===== src/rtl/instr_fetch.sv =====
// -----------------------------------------------------------------------------
// instr_fetch
//
// Purpose:
//   Instruction-fetch stage. Issues word-aligned fetch requests to instruction
//   memory and captures the returned words into the IF/ID pipeline register.
//   A one-entry skid buffer absorbs a word returned while decode is stalled.
//   A taken branch squashes everything in flight and redirects the pc. If a
//   request is still outstanding, the stage drains that request before
//   fetching at the new pc.
//
// Ports:
//   clk            in   1   sole clock, rising edge
//   rst_n          in   1   asynchronous active-low reset
//   imem_req       out  1   fetch request to instruction memory
//   imem_addr      out  32  word-aligned fetch address
//   imem_ack       in   1   memory response strobe (qualified by imem_req)
//   imem_rdata     in   32  fetched instruction word, valid with imem_ack
//   stall          in   1   decode cannot accept; IF/ID holds
//   branch_taken   in   1   single-cycle redirect pulse
//   branch_target  in   32  redirect address, bits [1:0] ignored
//   IF_ID_valid    out  1   IF/ID register holds a live instruction
//   IF_ID_instr    out  32  registered instruction word
//   IF_ID_pc       out  32  address of IF_ID_instr
//   OPcode         out  7   IF_ID_instr[6:0] when valid, else zero
// -----------------------------------------------------------------------------
module instr_fetch #(
   parameter logic [31:0] RESET_PC = 32'h0000_0000
) (
   input  logic        clk,
   input  logic        rst_n,
   output logic        imem_req,
   output logic [31:0] imem_addr,
   input  logic        imem_ack,
   input  logic [31:0] imem_rdata,
   input  logic        stall,
   input  logic        branch_taken,
   input  logic [31:0] branch_target,
   output logic        IF_ID_valid,
   output logic [31:0] IF_ID_instr,
   output logic [31:0] IF_ID_pc,
   output logic [6:0]  OPcode
);

   localparam logic [31:0] L_RESET_PC = {RESET_PC[31:2], 2'b00};

   typedef enum logic [1:0] {
      S_BOOT  = 2'b00,
      S_FETCH = 2'b01,
      S_DRAIN = 2'b10
   } state_t;

   state_t      r_state;
   logic [31:0] r_pc;          // architectural next-fetch pc
   logic [31:0] r_addr;        // address presented to memory
   logic        r_req;
   logic        r_ifid_valid;
   logic [31:0] r_ifid_instr;
   logic [31:0] r_ifid_pc;
   logic [6:0]  r_opcode;
   logic        r_skid_valid;
   logic [31:0] r_skid_instr;
   logic [31:0] r_skid_pc;

   logic [31:0] w_target;
   logic [31:0] w_pc_inc;
   logic        w_ack;

   assign w_target = branch_target & 32'hFFFF_FFFC;
   assign w_pc_inc = r_addr + 32'd4;     // wraps naturally at 2^32
   assign w_ack    = imem_ack & r_req;   // acks without a live request are ignored

   assign imem_req    = r_req;
   assign imem_addr   = r_addr;
   assign IF_ID_valid = r_ifid_valid;
   assign IF_ID_instr = r_ifid_instr;
   assign IF_ID_pc    = r_ifid_pc;
   assign OPcode      = r_opcode;

   // Fetch FSM, IF/ID register and skid buffer.
   // In DRAIN the old request stays on the bus with a stable address until its
   // ack arrives; r_pc already holds the redirect target and is copied into
   // r_addr when the drain completes.
   always_ff @(posedge clk or negedge rst_n) begin
      if (!rst_n) begin
         r_state      <= S_BOOT;
         r_pc         <= L_RESET_PC;
         r_addr       <= L_RESET_PC;
         r_req        <= 1'b0;
         r_ifid_valid <= 1'b0;
         r_ifid_instr <= 32'h0000_0000;
         r_ifid_pc    <= 32'h0000_0000;
         r_opcode     <= 7'b000_0000;
         r_skid_valid <= 1'b0;
         r_skid_instr <= 32'h0000_0000;
         r_skid_pc    <= 32'h0000_0000;
      end else begin
         case (r_state)
            S_BOOT: begin
               // request is low here, so any stale ack is ignored
               r_state <= S_FETCH;
               r_req   <= 1'b1;
            end

            S_FETCH: begin
               if (branch_taken) begin
                  r_ifid_valid <= 1'b0;
                  r_opcode     <= 7'b000_0000;
                  r_skid_valid <= 1'b0;
                  r_pc         <= w_target;
                  r_req        <= 1'b1;
                  if (r_req && !imem_ack) begin
                     // outstanding request: keep it on the bus until acked
                     r_state <= S_DRAIN;
                  end else begin
                     r_addr <= w_target;
                  end
               end else if (w_ack) begin
                  r_pc   <= w_pc_inc;
                  r_addr <= w_pc_inc;
                  if (!r_ifid_valid || !stall) begin
                     r_ifid_valid <= 1'b1;
                     r_ifid_instr <= imem_rdata;
                     r_ifid_pc    <= r_addr;
                     r_opcode     <= imem_rdata[6:0];
                     r_req        <= 1'b1;
                  end else begin
                     // decode is full and stalled: park the word, stop fetching
                     r_skid_valid <= 1'b1;
                     r_skid_instr <= imem_rdata;
                     r_skid_pc    <= r_addr;
                     r_req        <= 1'b0;
                  end
               end else if (!stall) begin
                  if (r_skid_valid) begin
                     r_ifid_valid <= 1'b1;
                     r_ifid_instr <= r_skid_instr;
                     r_ifid_pc    <= r_skid_pc;
                     r_opcode     <= r_skid_instr[6:0];
                     r_skid_valid <= 1'b0;
                     r_req        <= 1'b1;
                  end else begin
                     r_ifid_valid <= 1'b0;
                     r_opcode     <= 7'b000_0000;
                  end
               end else begin
                  r_ifid_valid <= r_ifid_valid;
               end
            end

            S_DRAIN: begin
               if (branch_taken) begin
                  r_pc <= w_target;
                  if (imem_ack) begin
                     r_state <= S_FETCH;
                     r_addr  <= w_target;
                  end else begin
                     r_state <= S_DRAIN;
                  end
               end else if (imem_ack) begin
                  // stale data is dropped; IF/ID stays invalid
                  r_state <= S_FETCH;
                  r_addr  <= r_pc;
               end else begin
                  r_state <= S_DRAIN;
               end
            end

            default: begin
               r_state      <= S_BOOT;
               r_req        <= 1'b0;
               r_ifid_valid <= 1'b0;
               r_opcode     <= 7'b000_0000;
               r_skid_valid <= 1'b0;
            end
         endcase
      end
   end

endmodule


===== config.mk =====
export PLATFORM = sky130hd
export DESIGN_NAME = instr_fetch
export DESIGN_NICKNAME = d
export VERILOG_FILES = /design/src/rtl/instr_fetch.sv
export SDC_FILE = /design/constraint.sdc
export NUM_CORES = 1
export LEC_CHECK = 0
export CAP_MARGIN = 15
export CORE_MARGIN = 8
export CORE_UTILIZATION = 35
export DETAILED_ROUTE_END_ITERATION = 6
export GPL_TIMING_DRIVEN = 0
export PLACE_DENSITY_LB_ADDON = 0.15
export SLEW_MARGIN = 10
export SYNTH_ARGS = -nofsm -noshare
export SYNTH_HDL_FRONTEND = slang
export SYNTH_SLANG_ARGS = --single-unit

===== constraint.sdc =====
create_clock -name clk -period 2 [get_ports clk]
set_input_delay 0.6 -clock clk [delete_from_list [all_inputs] [get_ports clk]]
set_output_delay 0.6 -clock clk [all_outputs]
set_load 0.02 [all_outputs]

==> metrics.yaml <==
crit_path_end: "imem_addr[23]"
peakVddDrop_mv: 0.680
power_mw: 19.7
cts_made_buffers: 24
holdCritPathClass: "reg2reg"
coreArea_um2: 27800
slew_headroom: 0.474
crit_required_ns: 2.44
synth_edf_count: 0
fin_crit_sh: 1.07
final_cells: 1641
worst_pin_slew_ns: 0.788
violations: "negative setup slack"
rows: 61
end_kind: "flip-flop"
leakagePower_nw: 6.51
power_density_nw_per_um2: 1410
whs_ns: 0.468
drt_wl_total_um: 33400
ys_warn_count: 0
stdcell_area_um2: 13900
grt_pass1_wl_um: 51300
start_util: 0.355
drtIter0Drc: 665
grt_pass1_vias: 8581
synth_top_area_share: 0.518
synth_top_area_cell: "dfrtp_1"
rsz0062_at_grt: "yes"
layout.nets: 1316
pre_cts_ws_ns: -1.54
synthToLayoutAreaGrowth_pct: 41.1
fillCellCount: 2666
setup_viol: 12
viasPerCell: 5.25
hold_viol: 0
reg2regPathDepth: 6
layout-drive-gt1-share: 0.260
drv_slew: 0
syn_area_um2: 9850
postSynthAreaPerCell_um2: 9.97
clkLatencyLatePin_ns: 0.52
path_clk_slew_ns: 0.06
critPathMaxFanout: 3
cp-start-kind: "flip-flop"
maxCapViolations: 0
place_hpwl_um: 22500
grt-ovfl-total: 0
placement.io_buffers: 171
grt_use_total: 0.193
ys_seq_elements: 204
status: "complete, but fails checks"
synthArstFlopShare: 1.00
critPathKind: "reg2reg"
max_freq_mhz: 465
r2r_end: "imem_addr[23]"
netlist_instances: 988
critPathArrivalTime_ns: 2.59
fin_skew_ns: 0.0106
n_antenna_cell: 0
cts.sinks: 204
ant_nets: 0
drtPass1Iterations: 5
wire_per_inst_um: 20.3
synth.distinct_cells: 57
syn-num-nets: 1058
placed_cells: 1539
grt_antenna_before_repair: 0
vias: 8610
dieArea_um2: 33800
synth_area_leaders: "dfrtp_1 (52%), mux2_2 (7.8%), mux2i_1 (6.0%)"
r2r_slack_ns: -0.15
root_buffer: "clkbuf_16"
r2r_start: "imem_addr[4]"
gp_congestion: 0.886
min_path_cells: 2
synth_flop_cell: "dfrtp_1"
htreeDepth: 1
die_h_um: 184
setup_ws_ns: -0.149
cts_tree: "built"
setup.worst_path.start: "imem_addr[4]"
fp.dieW_um: 184
drc: 0
finalCriticalPeriod_ns: 2.15
grt_max_degree: 83
ys_seq_area_frac: 0.518
clockBufferDepth: 3
io_pins: 174
postPlaceCellArea_um2: 12200
## how the worst min path moves through the flow
stage | startpoint | end | slack, ns
CTS | IF_ID_instr[5] | IF_ID_instr[5] | 0.48
global placement | IF_ID_pc[30] | IF_ID_pc[30] | 0.46
finish | IF_ID_pc[10] | IF_ID_pc[10] | 0.47
detailed placement | IF_ID_instr[5] | IF_ID_instr[5] | 0.47
floorplan | rst_n | IF_ID_instr[0] | 0.30
global route | OPcode[4] | OPcode[4] | 0.49
## where the power goes
part           leakage (nW)  total, mW  internal [mW]  switching, mW
clock network         0.377       4.21           2.45           1.76
registers              2.55       7.16           5.95           1.21
logic                  3.58       8.31           3.65           4.66
## sequential cells by signal (all words and copies together) (netlist names)
signal / flops
OPcode: 7
IF_ID_valid: 1
IF_ID_instr: 32
r_state: 2
r_pc: 32
imem_addr: 32
r_skid_valid: 1
r_skid_pc: 32
imem_req: 1
r_skid_instr: 32
IF_ID_pc: 32
## layer usage
| metal | vias up | routed length, um | GRT usage |
|---|---|---|---|
| met5 | - | 0 | 0 |
| met4 | 0 | 688 | 0.0520 |
| met3 | 53 | 2450 | 0.0413 |
| met2 | 307 | 15600 | 0.310 |
| met1 | 4224 | 14700 | 0.260 |
| li1 | 4026 | - | - |
## area by class of cell
type                    count  area, um^2  area share
flip-flops and latches    204        5130       0.369
plain buffers              77         619      0.0445
repair buffers            235        2210       0.159
multi-input cells         694        4680       0.337
inverters                  10        42.5     0.00306
clock inverters            10        86.3     0.00621
clock buffers              33         664      0.0478
well taps                 378         473      0.0340
## worst max-delay path, cell delays in order (launching register included)
cell and delay (ns):
dfrtp_2 0.41, nand4_4 0.14, buf_6 0.16, or4_4 0.57
or3_4 0.38, o31a_1 0.25, o22ai_1 0.16
## Yosys cell counts (5+ instances only)
cell type and instances:
clkbuf_1 52, xor2_1 10, nor2_1 48, inv_1 9, dfrtp_1 204, clkbuf_2 5, mux2_2 68, a22o_1 5
nor4_1 5, nand2_1 152, buf_2 11, buf_1 9, o21ai_0 102, nand3_1 26, o211ai_1 16, nor3_1 13
nand4_1 10, and2_1 5, xnor2_1 11, o22ai_1 6, a21o_1 16, a211oi_1 6, and3_1 15, a31oi_1 6
mux2i_1 59, o2bb2ai_1 5, a21oi_1 64
## cell families (layout without fill, tap and decap cells)
logic type                 count (synthesis)  count (layout)  share of synthesized area
and+or+nand+nor                          297             297                      0.139
AOI/OAI and AO/OA                        248             248                      0.148
DFF                                      204             204                      0.518
muxes                                    127             127                      0.138
buffers and inverters                     90             365                     0.0378
xor gates and xnor gates                  21              21                     0.0187
adders and majority gates                  1               1                    0.00127
## placed cells by master (no fill, tap or decap), types with 12 or more instances in the layout
cell,n
a21o_1,16
o21ai_0,93
clkbuf_2,32
nand2_1,150
clkdlybuf4s50_1,63
a21oi_1,61
dfrtp_2,22
dfrtp_1,182
and3_1,12
o211ai_1,16
dlygate4sd2_1,89
clkbuf_16,26
mux2i_1,59
buf_4,58
nor2_1,46
nand3_1,23
mux2_2,68
## what timing repair did
item | CTS | global route
pin swaps | 18 | 21
setup endpoints to repair | 305 | 191
setup buffers | 38 | 20
gates cloned | 1 | 2
hold endpoints to repair | 44 | 0
hold buffers | 1 | 0
gates resized for setup | 247 | 75
## stage by stage
stage,TNS (ns),utilization
6_report,-0.603,0.501
2_1_floorplan,-0.175,-
3_3_place_gp,-2036.66,0.437
5_1_grt,-1.40,0.501
3_5_place_dp,-229.30,0.440
4_1_cts,-0.319,0.488
(Power assumes the default switching activity.)
